**config.mk**
```make
export PLATFORM = sky130hd
export DESIGN_NAME = spi_custom_master
export DESIGN_NICKNAME = d
export VERILOG_FILES = /design/src/rtl/spi_custom_master.sv
export SDC_FILE = /design/constraint.sdc
export NUM_CORES = 1
export LEC_CHECK = 0
export ABC_AREA = 1
export BUFFER_PORTS_ARGS = -buffer_cell sky130_fd_sc_hd__buf_2
export CORE_MARGIN = 1
export CORE_UTILIZATION = 45
export CTS_BUF_LIST = sky130_fd_sc_hd__clkbuf_8
export DETAILED_ROUTE_END_ITERATION = 16
export HOLD_SLACK_MARGIN = 0.1
export SYNTH_ARGS = -nofsm -noshare
export SYNTH_HDL_FRONTEND = slang
export SYNTH_SLANG_ARGS = --single-unit
export TNS_END_PERCENT = 10
```
**constraint.sdc**
```tcl
create_clock -name clk -period 14.15 [get_ports clk]
set_input_delay 2.83 -clock clk [delete_from_list [all_inputs] [get_ports clk]]
set_output_delay 2.83 -clock clk [all_outputs]
set_load 0.01 [all_outputs]
```
**src/rtl/spi_custom_master.sv**
```systemverilog
// spi_custom_master: master end of a 3-wire full-duplex SPI link.
// Drives a free-running SCLK and sends back-to-back frames of KEY_LENGTH+1
// bits on MOSI: the payload LSB first, then a 0 trailer. Frames with no
// word to send are all zero. It also receives start/stop-framed words from
// the slave on MISO.
module spi_custom_master #(
  parameter int KEY_LENGTH = 32,
  parameter int CLK_DIV    = 4
) (
  input  logic                  clk,
  input  logic                  rst,
  input  logic [KEY_LENGTH-1:0] dataToSend,
  input  logic                  send,
  output logic                  tx_busy,
  output logic                  tx_done,
  output logic                  SCLK,
  output logic                  MOSI,
  input  logic                  MISO,
  output logic [KEY_LENGTH-1:0] dataReceived,
  output logic                  dataReceived_ready,
  output logic                  rx_error
);

  localparam int DIV_W = $clog2(CLK_DIV);
  localparam int BIT_W = $clog2(KEY_LENGTH + 1);
  localparam int RXC_W = $clog2(KEY_LENGTH);

  localparam logic [DIV_W-1:0] DIV_LAST = DIV_W'(CLK_DIV - 1);
  localparam logic [BIT_W-1:0] BIT_LAST = BIT_W'(KEY_LENGTH);
  localparam logic [RXC_W-1:0] RXC_LAST = RXC_W'(KEY_LENGTH - 1);

  typedef enum logic [1:0] {
    RX_IDLE,
    RX_DATA,
    RX_STOP
  } rx_state_e;

  // SCLK generation and TX framing state
  logic [DIV_W-1:0]      div_cnt_q, div_cnt_d;
  logic                  sclk_q, sclk_d;
  logic [BIT_W-1:0]      bit_cnt_q, bit_cnt_d;
  logic [KEY_LENGTH-1:0] tx_shift_q, tx_shift_d;
  logic                  data_frame_q, data_frame_d;
  logic [KEY_LENGTH-1:0] pend_q, pend_d;
  logic                  pend_valid_q, pend_valid_d;
  logic                  tx_busy_q, tx_busy_d;
  logic                  tx_done_q, tx_done_d;

  // MISO synchronizer and RX state
  logic                  miso_meta_q, miso_meta_d;
  logic                  miso_s_q, miso_s_d;
  rx_state_e             rx_state_q, rx_state_d;
  logic [RXC_W-1:0]      rx_cnt_q, rx_cnt_d;
  logic [KEY_LENGTH-1:0] rx_shift_q, rx_shift_d;
  logic [KEY_LENGTH-1:0] rx_data_q, rx_data_d;
  logic                  rx_ready_q, rx_ready_d;
  logic                  rx_error_q, rx_error_d;

  logic sclk_tick;
  logic rise;
  logic fall;

  assign sclk_tick = (div_cnt_q == DIV_LAST);
  assign rise      = sclk_tick & ~sclk_q;
  assign fall      = sclk_tick &  sclk_q;

  // Next state for the divider, the bit counter, the active frame and the
  // one-deep pending slot.
  always_comb begin
    // NOTE: every variable gets a default first so no path leaves it unassigned (no latch).
    div_cnt_d    = div_cnt_q + DIV_W'(1);
    sclk_d       = sclk_q;
    bit_cnt_d    = bit_cnt_q;
    tx_shift_d   = tx_shift_q;
    data_frame_d = data_frame_q;
    pend_d       = pend_q;
    pend_valid_d = pend_valid_q;
    tx_busy_d    = tx_busy_q;
    tx_done_d    = 1'b0;

    if (sclk_tick) begin
      div_cnt_d = '0;
      sclk_d    = ~sclk_q;
    end

    if (fall) begin
      if (bit_cnt_q == BIT_LAST) begin
        // Frame boundary. Start the pending word if there is one, else send an idle frame.
        bit_cnt_d    = '0;
        tx_shift_d   = pend_valid_q ? pend_q : '0;
        data_frame_d = pend_valid_q;
        pend_valid_d = 1'b0;
        if (data_frame_q) begin
          tx_done_d = 1'b1;
          tx_busy_d = 1'b0;
        end
      end else begin
        // Shift in zeros so that bit 0 is 0 when the trailer position comes up.
        bit_cnt_d  = bit_cnt_q + BIT_W'(1);
        tx_shift_d = tx_shift_q >> 1;
      end
    end

    // A word that arrives on a boundary edge waits here until the next boundary.
    if (send && !tx_busy_q) begin
      pend_d       = dataToSend;
      pend_valid_d = 1'b1;
      tx_busy_d    = 1'b1;
    end
  end

  // Registers for SCLK and the TX path
  always_ff @(posedge clk or posedge rst) begin
    // NOTE: datapath registers take the async reset too, so every output reads 0 straight out of reset.
    if (rst) begin
      div_cnt_q    <= '0;
      sclk_q       <= 1'b0;
      bit_cnt_q    <= '0;
      tx_shift_q   <= '0;
      data_frame_q <= 1'b0;
      pend_q       <= '0;
      pend_valid_q <= 1'b0;
      tx_busy_q    <= 1'b0;
      tx_done_q    <= 1'b0;
    end else begin
      // NOTE: non-blocking assignments, so every flop samples the pre-edge value of the others.
      div_cnt_q    <= div_cnt_d;
      sclk_q       <= sclk_d;
      bit_cnt_q    <= bit_cnt_d;
      tx_shift_q   <= tx_shift_d;
      data_frame_q <= data_frame_d;
      pend_q       <= pend_d;
      pend_valid_q <= pend_valid_d;
      tx_busy_q    <= tx_busy_d;
      tx_done_q    <= tx_done_d;
    end
  end

  // RX FSM: start bit, KEY_LENGTH data bits LSB first, stop bit. It samples only on rise events.
  always_comb begin
    miso_meta_d = MISO;
    miso_s_d    = miso_meta_q;
    rx_state_d  = rx_state_q;
    rx_cnt_d    = rx_cnt_q;
    rx_shift_d  = rx_shift_q;
    rx_data_d   = rx_data_q;
    rx_ready_d  = 1'b0;
    rx_error_d  = 1'b0;

    if (rise) begin
      case (rx_state_q)
        RX_IDLE: begin
          if (miso_s_q) begin
            rx_state_d = RX_DATA;
            rx_cnt_d   = '0;
          end
        end
        RX_DATA: begin
          // The first bit enters at the MSB. After KEY_LENGTH shifts it sits at bit 0.
          rx_shift_d = {miso_s_q, rx_shift_q[KEY_LENGTH-1:1]};
          if (rx_cnt_q == RXC_LAST) begin
            rx_state_d = RX_STOP;
          end else begin
            rx_cnt_d = rx_cnt_q + RXC_W'(1);
          end
        end
        RX_STOP: begin
          if (!miso_s_q) begin
            rx_data_d  = rx_shift_q;
            rx_ready_d = 1'b1;
          end else begin
            rx_error_d = 1'b1;
          end
          rx_state_d = RX_IDLE;
        end
        default: rx_state_d = RX_IDLE;
      endcase
    end
  end

  // Registers for the MISO synchronizer and the RX path
  always_ff @(posedge clk or posedge rst) begin
    if (rst) begin
      miso_meta_q <= 1'b0;
      miso_s_q    <= 1'b0;
      rx_state_q  <= RX_IDLE;
      rx_cnt_q    <= '0;
      rx_shift_q  <= '0;
      rx_data_q   <= '0;
      rx_ready_q  <= 1'b0;
      rx_error_q  <= 1'b0;
    end else begin
      miso_meta_q <= miso_meta_d;
      miso_s_q    <= miso_s_d;
      rx_state_q  <= rx_state_d;
      rx_cnt_q    <= rx_cnt_d;
      rx_shift_q  <= rx_shift_d;
      rx_data_q   <= rx_data_d;
      rx_ready_q  <= rx_ready_d;
      rx_error_q  <= rx_error_d;
    end
  end

  assign SCLK               = sclk_q;
  assign MOSI               = tx_shift_q[0];
  assign tx_busy            = tx_busy_q;
  assign tx_done            = tx_done_q;
  assign dataReceived       = rx_data_q;
  assign dataReceived_ready = rx_ready_q;
  assign rx_error           = rx_error_q;

endmodule

```
==> impl_metrics.yaml <==
critical_path:
  reg2reg_depth: 7
  cp_data_required_time_ns: 11.32
  criticalPathCategory: "flip-flop to output pin"
  worstSetupEndpointType: "output pin"
  r2r_setup_slack_ns: 11.77
  startpoint_type: "flip-flop"
  r2r-end: "tx_shift_q[31]"
  path_delay_family: "flip-flops"
  critical_path.max_fanout: 4
  path_cells: "buf_2"
  worst-path-buf-inv: 1
  crit_arrival_ns: 1.04
  crit_slowest_cell: "dfrtp_1"
  max_stage_delay_ns: 0.44
  rr_startpoint: "div_cnt_q[0]"
logic_synthesis:
  synth_area_um2: 6260
  syn_avg_cell_area_um2: 10.4
  ys_ff_latch: 152
  ys_warn_count: 0
  ys_seq_area_frac: 0.607
  syn_inst: 602
  synth.distinct_cells: 25
  synth_nets: 643
clocking:
  cts_hold_buf: 0
  cts_tree: "done"
  htree_num_levels: 4
  clk_pin_slew_ns: 0.08
  cts-root-buf: "clkbuf_8"
  numCtsBuffers: 17
  cts.sinks: 152
  postCtsSetupRepairBufs: 0
  cts-resized-gates: 0
  clock_latency_ns: 0.44
  cts_buffer_depth: 2
route:
  drt_wl_total_um: 11500
  post_drt_wl_per_cell_um: 13.4
  vias: 4257
  wl_met3_um: 709
  routed_via_density: 4.98
  met2_length_um: 5320
  met1_length_um: 5250
  ant_nets: 0
  drcViolationCount: 0
  drtIter0Drc: 296
  first_pass_iters: 4
  highest_layer: "met4"
sta:
  fmax_mhz: 258
  finalMaxSlewViolations: 0
  tightestPinTransition_ns: 1.14
  min_period_ns: 3.87
  finalClockSkew_ns: 0.0107
  finalHoldViolCount: 0
  rsz0062_at_grt: "no"
  tns_ns: 0
  setup_viol: 0
  fin_crit_sh: 0.274
  relSlewSlack: 0.238
finish:
  register_area_um2: 3800
  multi_input_area_um2: 2060
  layout.cells.most_common_list: "157 x nand2_1, 152 x dfrtp_1, 73 x buf_2"
  diodes: 0
  fin_area_um2: 7090
  final_common_cell: "nand2_1"
  nFillCells: 1204
  fin_nets: 706
  drive_above_1_share: 0.264
  area_growth_pct: 13.2
floorplanning:
  boundaryPins: 74
  row_count: 42
  core_um2: 13400
  dieWidth_um: 120
  chipHeight_um: 120
  die_area_um2: 14400
  initial_core_util: 0.467
flow_run:
  drv_cap: 0
min_path:
  hold_depth: 0
  hold_path.startpoint: "miso_meta_q"
  holdPathEnd: "miso_s_q"
  hp-class: "flip-flop to flip-flop"
global_routing:
  antenna_found_initial: 0
  grt_pass1_wl_um: 19700
  overflow: 0
  grt_pass1_vias: 4118
  grt_usage: 0.175
  grt_max_degree: 94
place:
  placed_area_um2: 6680
  dpl.hpwl_um: 7030
  gp_congestion: 0.738
  numPortBuffers: 73
pwr:
  p_per_area_nw_per_um2: 118
  leakage_nw: 3.55
  peakVddDrop_uv: 90.7
status:
  status: "finished, final reports clean"
==> routing by layer <==
layer,vias up,GRT usage
met3,15,0.0599
met2,87,0.269
met4,0,0.0680
met5,-,0
li1,2096,-
met1,2059,0.228
==> final cells by class <==
class	instances	share of cell area
clock buffer	19	0.0369
clock inverter	13	0.0217
inverter	55	0.0298
multi-input combinational	364	0.291
sequential	152	0.536
tap	176	0.0311
timing repair buffer	75	0.0536
==> synthesized netlist by cell type, drive strengths merged <==
master  count  area, µm²
a21oi       2       10.0
ha          5       62.6
nor2       14       75.1
buf        24        165
nand3b      1       7.51
dfrtp     152       3800
o22ai       1       6.26
nand3      38        190
nand2     159        602
nor4        1       6.26
inv        55        206
clkbuf      7       27.5
xor2        3       26.3
mux2       32        360
o21ai      74        487
nand4      34        228
==> worst max-delay path by stage <==
stage	from	end	cells after the start
floorplan	rst	SCLK	1
global placement	rst	dataReceived[5]	3
detailed placement	rst	dataReceived[7]	3
CTS	rst	dataReceived[4]	3
global route	rst	dataReceived[7]	3
finish	SCLK	SCLK	1
==> worst register-to-register path: cells and delay by family (launching register included) <==
kind / cells / cell delay [ns]
flip-flops: 1 / 0.35
AND/OR/NAND/NOR: 4 / 0.88
buffers and inverters: 2 / 0.87
adder cells (fa/ha/maj): 1 / 0.22
==> cell families (layout without fill, tap and decap cells) <==
logic type	after synthesis	after routing	share of synthesized area
flops	152	152	0.607
compound gates	77	77	0.0803
fa+ha+maj	5	5	0.00999
simple gates	247	247	0.177
buf+inv	86	162	0.0637
xor+xnor	3	3	0.00420
mux	32	32	0.0575
==> flip-flops by register name, indices dropped and copies added (netlist names), 2 cells and up <==
register / flops
rx_shift_q: 32
tx_shift_q: 32
bit_cnt_q: 6
rx_cnt_q: 5
rx_state_q: 2
pend_q: 32
div_cnt_q: 2
dataReceived: 32
==> report_power, final <==
part | leakage, nW | switching [mW] | internal, mW
combinational | 1.26 | 0.0272 | 0.0122
clock | 0.203 | 0.161 | 0.182
sequential | 2.09 | 0.00825 | 0.444
total | 3.55 | 0.196 | 0.638
==> stage by stage <==
stage	total power [mW]	hold WS [ns]	instances	setup WS, ns	utilization
6_report	0.834	0.360	854	10.28	0.529
5_1_grt	0.870	0.372	854	10.07	0.529
4_1_cts	0.843	0.362	854	10.23	0.529
3_5_place_dp	0.500	0.343	822	9.75	0.498
3_3_place_gp	0.498	0.341	822	9.80	0.498
2_1_floorplan	0.486	0.331	602	7.23	-
Note: power is estimated with default switching activity, not from simulation.
